$ cat src/rtl/mem_port_arbiter.sv
// Single-port memory arbiter between instruction fetch and load/store.
// Data wins contention; a starvation counter forces a fetch grant after FETCH_STARVE_MAX data wins.
module mem_port_arbiter #(
  parameter int unsigned ADDR_W           = 32,
  parameter int unsigned FETCH_STARVE_MAX = 4
) (
  input  logic              clk,
  input  logic              rst,
  input  logic              if_req,
  input  logic [ADDR_W-1:0] if_addr,
  output logic              if_done,
  output logic [31:0]       if_rdata,
  input  logic              d_req,
  input  logic              d_we,
  input  logic [ADDR_W-1:0] d_addr,
  input  logic [31:0]       d_wdata,
  input  logic [3:0]        d_be,
  output logic              d_done,
  output logic [31:0]       d_rdata,
  output logic              mem_en,
  output logic              mem_we,
  output logic [ADDR_W-1:0] mem_addr,
  output logic [31:0]       mem_wdata,
  output logic [3:0]        mem_be,
  input  logic              mem_ready,
  input  logic [31:0]       mem_rdata,
  output logic [1:0]        dbg_owner,
  output logic              dbg_stall
);

  typedef enum logic [1:0] {
    IDLE   = 2'd0,
    ACCESS = 2'd1,
    RESP   = 2'd2
  } state_e;

  localparam logic [1:0] OWN_NONE  = 2'd0;
  localparam logic [1:0] OWN_FETCH = 2'd1;
  localparam logic [1:0] OWN_DATA  = 2'd2;
  localparam logic [3:0] STARVE_MAX = 4'(FETCH_STARVE_MAX);

  state_e              state_q, state_d;
  logic                mem_en_q, mem_en_d;
  logic                mem_we_q, mem_we_d;
  logic [ADDR_W-1:0]   mem_addr_q, mem_addr_d;
  logic [31:0]         mem_wdata_q, mem_wdata_d;
  logic [3:0]          mem_be_q, mem_be_d;
  logic                if_done_q, if_done_d;
  logic                d_done_q, d_done_d;
  logic [31:0]         if_rdata_q, if_rdata_d;
  logic [31:0]         d_rdata_q, d_rdata_d;
  logic [1:0]          owner_q, owner_d;
  logic [3:0]          starve_q, starve_d;
  logic                fetch_wins;

  always_comb begin
    state_d     = state_q;
    mem_en_d    = mem_en_q;
    mem_we_d    = mem_we_q;
    mem_addr_d  = mem_addr_q;
    mem_wdata_d = mem_wdata_q;
    mem_be_d    = mem_be_q;
    if_done_d   = 1'b0;
    d_done_d    = 1'b0;
    if_rdata_d  = if_rdata_q;
    d_rdata_d   = d_rdata_q;
    owner_d     = owner_q;
    starve_d    = starve_q;
    fetch_wins  = if_req && (!d_req || (starve_q == STARVE_MAX));

    case (state_q)
      IDLE: begin
        if (if_req || d_req) begin
          state_d  = ACCESS;
          mem_en_d = 1'b1;
          if (fetch_wins) begin
            owner_d    = OWN_FETCH;
            mem_we_d   = 1'b0;
            mem_be_d   = '1;
            mem_addr_d = if_addr;
            starve_d   = '0;
          end else begin
            owner_d     = OWN_DATA;
            mem_we_d    = d_we;
            mem_be_d    = d_we ? d_be : 4'hF;
            mem_addr_d  = d_addr;
            mem_wdata_d = d_wdata;
            // Only data wins that keep a waiting fetch out count toward starvation.
            if (if_req && (starve_q != STARVE_MAX)) begin
              starve_d = starve_q + 4'd1;
            end
          end
        end
      end
      ACCESS: begin
        if (mem_ready) begin
          mem_en_d = 1'b0;
          state_d  = RESP;
          if (owner_q == OWN_FETCH) begin
            if_rdata_d = mem_rdata;
          end else if (!mem_we_q) begin
            d_rdata_d = mem_rdata;
          end
        end
      end
      RESP: begin
        if_done_d = (owner_q == OWN_FETCH);
        d_done_d  = (owner_q == OWN_DATA);
        owner_d   = OWN_NONE;
        state_d   = IDLE;
      end
      default: begin
        state_d = IDLE;
      end
    endcase
  end

  always_ff @(posedge clk) begin
    if (rst) begin
      state_q     <= IDLE;
      mem_en_q    <= 1'b0;
      mem_we_q    <= 1'b0;
      mem_addr_q  <= '0;
      mem_wdata_q <= '0;
      mem_be_q    <= '0;
      if_done_q   <= 1'b0;
      d_done_q    <= 1'b0;
      if_rdata_q  <= '0;
      d_rdata_q   <= '0;
      owner_q     <= OWN_NONE;
      starve_q    <= '0;
    end else begin
      state_q     <= state_d;
      mem_en_q    <= mem_en_d;
      mem_we_q    <= mem_we_d;
      mem_addr_q  <= mem_addr_d;
      mem_wdata_q <= mem_wdata_d;
      mem_be_q    <= mem_be_d;
      if_done_q   <= if_done_d;
      d_done_q    <= d_done_d;
      if_rdata_q  <= if_rdata_d;
      d_rdata_q   <= d_rdata_d;
      owner_q     <= owner_d;
      starve_q    <= starve_d;
    end
  end

  assign mem_en    = mem_en_q;
  assign mem_we    = mem_we_q;
  assign mem_addr  = mem_addr_q;
  assign mem_wdata = mem_wdata_q;
  assign mem_be    = mem_be_q;
  assign if_done   = if_done_q;
  assign d_done    = d_done_q;
  assign if_rdata  = if_rdata_q;
  assign d_rdata   = d_rdata_q;
  assign dbg_owner = owner_q;
  assign dbg_stall = (if_req & ~if_done_q) | (d_req & ~d_done_q);

endmodule

$ cat config.mk
export PLATFORM = sky130hd
export DESIGN_NAME = mem_port_arbiter
export DESIGN_NICKNAME = d
export VERILOG_FILES = /design/src/rtl/mem_port_arbiter.sv
export SDC_FILE = /design/constraint.sdc
export NUM_CORES = 1
export LEC_CHECK = 0
export BUFFER_PORTS_ARGS = -buffer_cell sky130_fd_sc_hd__buf_2
export CAP_MARGIN = 10
export CELL_PAD_IN_SITES_DETAIL_PLACEMENT = 1
export CELL_PAD_IN_SITES_GLOBAL_PLACEMENT = 1
export CORE_MARGIN = 3
export CORE_UTILIZATION = 33
export DETAILED_ROUTE_END_ITERATION = 10
export PLACE_DENSITY_LB_ADDON = 0.1
export SYNTH_ARGS = -nofsm -noshare
export SYNTH_HDL_FRONTEND = slang
export SYNTH_SLANG_ARGS = --single-unit
$ cat constraint.sdc
create_clock -name clk -period 2.2 [get_ports clk]
set_input_delay 0.33 -clock clk [delete_from_list [all_inputs] [get_ports clk]]
set_output_delay 0.33 -clock clk [all_outputs]
set_load 0.05 [all_outputs]
==> flow_metrics.tcl, run 1 <==
set metrics [dict create \
    run_status "finished clean" \
    routabilityCongestion 0.819 \
    crit_type "flop to flop" \
    cp.arrival_ps 2380 \
    final.setup.worst_slack_ps 182 \
    cts_buffer_depth 2 \
    drive_gt1_frac 0.394 \
    fin_setup_tns_ps 0 \
    initial_utilization 0.341 \
    ir_worst_vdd_mv 0.542 \
    yosysWarnings 0 \
    use_met1 0.266 \
    area_delta_synth_final_pct 36.3 \
    finalCritPeriodShare 0.917 \
    seqPwrFrac 0.385 \
    period_needed_ps 2020 \
    numPlacedInstances 1113 \
    synthTopCellsByCount "dfxtp_1, a21oi_1, nand3_1, o21ai_0, clkbuf_1" \
    async_flop_share 0 \
    switching_share 0.294 \
    cp_max_fo 16 \
    syn_avg_cell_area_um2 8.83 \
    power.leakage_nw 3.47 \
    hold_violations 0 \
    antenna_found_initial 1 \
    portBuffers 276 \
    fin_area_um2 8140 \
    synth_ff_type "dfxtp_1" \
    cts_buffers 17 \
    cap_viol_max_count 0 \
    dieHeight_um 141 \
    cp.required_ps 2560 \
    worstSetupStartpointType "flop" \
    yosysMostFrequentCell "dfxtp_1" \
    synthDistinctLibCells 39 \
    grt_max_degree 67 \
    htree_levels 4 \
    fp.dieW_um 141 \
    io_pins 277 \
    grt_first_pass_wirelength_um 35800 \
    clock_skew_ps 9.26 \
    drv_slew 0 \
    hold_buffers 0 \
    fill_cells 2099 \
    drc 0 \
    grt_usage 0.222 \
    p_switching_mw 2.16 \
    dieArea_um2 19800 \
    end_kind "flop" \
    ys_seq_area_frac 0.482 \
    combinationalPowerShare 0.182 \
    diodes 0 \
    worst-path-buf-inv 1 \
    cts_sinks 144 \
    tightest_slew_ps 738 \
    synth_area_um2 5980 \
    grt_pass1_vias 6659 \
    synth_top_area_share 0.482 \
    setup_viol 0 \
    dpl_worst_slack_ps 303 \
    clock_latency_ps 420 \
    post-cts-setup-buffers 0 \
    path_clk_slew_ps 60 \
    clockPowerShare 0.433 \
    coreArea_um2 17500 \
    critical_path.max_stage_delay_ps 740 \
    cts_resized 0 \
    synth_largest_area_cell "dfxtp_1" \
    slew_headroom 0.506 \
    use_met3 0.0615 \
    vias 6457 \
    drt_wl_total_um 22800 \
    wire_per_inst_um 19.9 \
    vias_per_cell 5.64 \
    power.density_cell_area_nw_per_um2 902 \
    critPathTopFamily "compound AO/OA/AOI/OAI gates" \
    nets 1047 \
    antenna_left 0 \
    drtPass1Iterations 4 \
    final_cells 1144 \
    rows 48 \
    synthTopCellsByArea "dfxtp_1, a21oi_1, nand3_1" \
    synth-seq-cells 144 \
    syn_inst 677 \
    hpwl_um 15100 \
    cts_root_buffer "clkbuf_16" \
    grt_setup_unrepaired "no" \
    synth_edf_count 0 \
    top_usage_layer "met2" \
    crit_chain "inv_1 > ha_1 > nand3b_1 > a211oi_4 > a221o_2" \
    met2_usage 0.378 \
    syn_nets 817 \
    tritoncts "done" \
    intPower_mw 5.19 \
    dpl-instance-area_um2 7500 \
    hold_class "input port to flop" \
    max_freq_mhz 496 \
    drt-initial-drc-count 312 \
    slowest_stage "a211oi_4" \
    grt_overflow_total 0 \
]
worst paths after layout:
check / start / endpoint / slack (ps) / cells past startpoint
setup / recovery: starve_q[0] / mem_addr[27] / 180 / 5
hold / removal: if_addr[22] / mem_addr[22] / 130 / 2
setup reg to reg: starve_q[0] / mem_addr[27] / 180 / 5
hold reg to reg: mem_en / mem_en / 470 / 2
layout make-up:
cell class | instances | area (um^2) | share of cell area
sequential | 144 | 2880 | 0.354
tap | 225 | 282 | 0.0346
clock inverter | 10 | 184 | 0.0226
inverter | 7 | 26.3 | 0.00323
timing repair buffer | 294 | 1590 | 0.196
multi-input combinational | 443 | 2720 | 0.333
clock buffer | 21 | 460 | 0.0565
per-layer routing:
metal  vias to the layer above  wire, um  share of wire
met3                        43      1550          0.068
met2                       218     11200           0.49
li1                       3022         -              -
met5                         -         7        0.00031
met4                         2       614          0.027
met1                      3172      9400           0.41
worst register-to-register path: stages, from the launching register on:
cell	delay (ps)
dfxtp_1	340
inv_1	110
ha_1	230
nand3b_1	260
a211oi_4	750
a221o_2	290
stage by stage:
step	hold WS [ps]	total power, mW	util
6_report	134	7.35	0.464
5_1_grt	128	7.64	0.464
4_1_cts	120	7.41	0.464
3_5_place_dp	458	4.22	0.428
3_3_place_gp	443	4.19	0.428
2_1_floorplan	458	3.78	-
cells in the final DEF, fill, tap and decap left out, types with 4 or more instances in the layout:
cell,n
buf_2,275
dfxtp_1,144
a21oi_1,103
nand3_1,82
o21ai_0,82
nand4_1,36
o31ai_1,32
o211ai_1,18
a31oi_1,17
clkbuf_16,17
a221o_2,16
buf_4,13
and4_1,9
and4_2,7
inv_1,6
buf_12,6
nand2_1,5
bufinv_16,5
nor2_1,4
o221a_2,4
registers in the layout (all words and copies together) (netlist names), 2 cells and up:
signal / cells
mem_wdata: 32
starve_q: 4
if_rdata: 32
mem_be: 4
dbg_owner: 2
state_q: 2
d_rdata: 32
mem_addr: 32
cells by family after synthesis:
group	synth area share
adders and majority gates	0.00419
AOI/OAI and AO/OA	0.282
DFF	0.482
buffers and inverters	0.0668
and+or+nand+nor	0.165
power by group through the flow:
stage	clock (mW)	combinational, mW	sequential (mW)
after detailed placement	0	1.34	2.89
after floorplan	0	0.430	3.35
after global routing	3.37	1.42	2.85
after CTS	3.24	1.34	2.83
after global placement	0	1.31	2.88
final	3.18	1.34	2.83
No activity file was read; power rests on OpenSTA's default activity.
==> inputs of run 2 (changes only) <==
Settings changed: ABC_AREA from default to 1, CORE_UTILIZATION 33 to 31.
==> run 2 against run 1 <==
  * Clock skew shrank 0.58 ps
  * Non-clock buffer count is 6 lower
  * Critical path depth is 2 higher
  * Fmax up 22%
  * Wire length fell by 15%
  * Flip-flop and latch count did not move
  * Register-to-register slack better by 370 ps
  * Combinational power up 4%
  * Sequential share of layout area is 1.8 points higher
  * Largest cell class unchanged
  * Largest power group is now sequential cells
==> flow_metrics.tcl, run 2 <==
set metrics [dict create \
    drt-initial-drc-count 166 \
    cp.arrival_ps 1980 \
    synth_largest_area_cell "dfxtp_1" \
    r2r_start "starve_q[0]" \
    grt_max_degree 63 \
    synth-seq-cells 144 \
    vias 5886 \
    ys_seq_area_frac 0.511 \
    cts_resized 0 \
    vias_per_cell 4.71 \
    yosysWarnings 0 \
    routabilityCongestion 0.733 \
    synthDistinctLibCells 24 \
    ir_worst_vdd_mv 0.519 \
    synthAdderAreaFrac 0.00443 \
    slowest_stage "buf_4" \
    crit_type "flop to flop" \
    run_status "finished clean" \
    cts_buffer_depth 2 \
    fin_setup_tns_ps 0 \
    hold_path.startpoint "d_be[3]" \
    most-common-layout-cells "buf_2, dfxtp_1, nor2_1" \
    drt_wl_total_um 19300 \
    critical_path.max_stage_delay_ps 340 \
    numPlacedInstances 1220 \
    post-cts-setup-buffers 0 \
    slew_headroom 0.586 \
    area_delta_synth_final_pct 37.3 \
    hold_class "input port to flop" \
    synthTopCellsByArea "dfxtp_1, nand3_1, nor2_1" \
    hpwl_um 13500 \
    cp.required_ps 2530 \
    dieHeight_um 141 \
    cts_buffers 17 \
    drtPass1Iterations 4 \
    yosysMostFrequentCell "dfxtp_1" \
    worstSetupStartpointType "flop" \
    yosys.area_share.simple 0.302 \
    period_needed_ps 1650 \
    synth_xor_area_frac 0.00155 \
    nets 1154 \
    syn_nets 902 \
    hold-path-cell-count 3 \
    max_freq_mhz 606 \
    regToRegSetupSlack_ps 550 \
    hold_violations 0 \
    cts_sinks 144 \
    antenna_found_initial 2 \
    path_clk_slew_ps 60 \
    tritoncts "done" \
    synth-compound-area-share 0.0984 \
    dieArea_um2 19900 \
    final_cells 1251 \
    setup_viol 0 \
    power.density_cell_area_nw_per_um2 915 \
    initial_utilization 0.322 \
    crit_chain "inv_1 > ha_1 > nand4_1 > nand2_1 > buf_4 > nand2_1 > a21oi_1" \
    drc 0 \
    rows 48 \
    portBuffers 276 \
    async_flop_share 0 \
    rr_endpoint "mem_wdata[24]" \
    power.leakage_nw 3.94 \
    antenna_left 0 \
    cts_root_buffer "clkbuf_16" \
    grt_setup_unrepaired "no" \
    synth_ff_type "dfxtp_1" \
    grt_usage 0.193 \
    clock_skew_ps 8.68 \
    synth_top_family_by_area "simple AND/OR/NAND/NOR gates" \
    r2r_cells 7 \
    fp.dieW_um 141 \
    hold_buffers 0 \
    htree_levels 4 \
    clock_latency_ps 410 \
    tightest_slew_ps 621 \
    crit_path_frequent_cell "nand2_1" \
    drv_slew 0 \
    drive_gt1_frac 0.324 \
    whs_endpoint "mem_be[3]" \
    finalCritPeriodShare 0.751 \
    grt_first_pass_wirelength_um 31000 \
    synth_area_um2 5640 \
    cp_max_fo 33 \
    wire_per_inst_um 15.5 \
    syn_avg_cell_area_um2 7.41 \
    grt_pass1_vias 5962 \
    grt_overflow_total 0 \
    cap_viol_max_count 0 \
    synthTopCellsByCount "dfxtp_1, nor2_1, nand3_1, nand2_1, o21ai_0" \
    layout_commonest_cell "buf_2" \
    io_pins 277 \
    syn_inst 762 \
    coreArea_um2 17500 \
    synth_edf_count 0 \
    synth_top_area_share 0.511 \
    synth_mux_area_frac 0 \
    end_kind "flop" \
]
==> run 2: cell families after synthesis <==
| logic type | Yosys count |
|---|---|
| xor gates and xnor gates | 1 |
| adders and majority gates | 2 |
| buffers and inverters | 103 |
| DFF | 144 |
| and+or+nand+nor | 402 |
| AOI/OAI and AO/OA | 110 |
==> run 2: critical path: cells and delay by family (launching register included) <==
kind / cells / cell delay (ps)
AOI/OAI and AO/OA: 1 / 150
DFF: 1 / 330
and+or+nand+nor: 3 / 490
adders and majority gates: 1 / 170
buffers and inverters: 2 / 440
==> run 2: layout make-up <==
class                   instances  area, um^2
diodes                          1        2.50
flip-flops and latches        144        2880
clock inverters                10         113
multi-input cells             515        2300
inverters                      48         183
repair buffers                288        1520
fillers                      2253        9790
well taps                     225         282
clock buffers                  20         467
==> run 2: per-layer routing <==
layer  vias up  track usage  wire, um
li1       2967            -         -
met1      2741        0.235      8360
met2       159        0.317      9120
met3        17       0.0753      1580
met4         2       0.0525       259
met5         -            0        11
==> run 2: worst max-delay path by stage <==
| stage | endpoint | from | slack (ps) | depth (start not counted) |
|---|---|---|---|---|
| floorplan | dbg_stall | if_done | 560 | 1 |
| global placement | mem_wdata[1] | starve_q[0] | 650 | 7 |
| detailed placement | mem_wdata[24] | starve_q[0] | 540 | 7 |
| CTS | mem_wdata[24] | starve_q[0] | 540 | 7 |
| global route | mem_wdata[9] | starve_q[0] | 390 | 7 |
| finish | mem_wdata[24] | starve_q[0] | 550 | 7 |
==> run 2: report_power, final <==
group,internal (mW),switching [mW],total [mW]
Combinational,0.379,1.02,1.40
Clock,1.74,1.09,2.84
Sequential,2.77,0.0793,2.85
Total,4.89,2.20,7.09
==> run 2: through the flow <==
step	setup slack [ps]	area [um^2]	utilization	hold WS (ps)	total power [mW]
floorplan	557	5640	-	451	3.89
finish	548	7750	0.442	135	7.09
CTS	540	7740	0.442	116	7.20
detailed placement	537	7170	0.409	451	4.32
global placement	649	7170	0.409	445	4.31
global route	387	7750	0.442	131	7.44
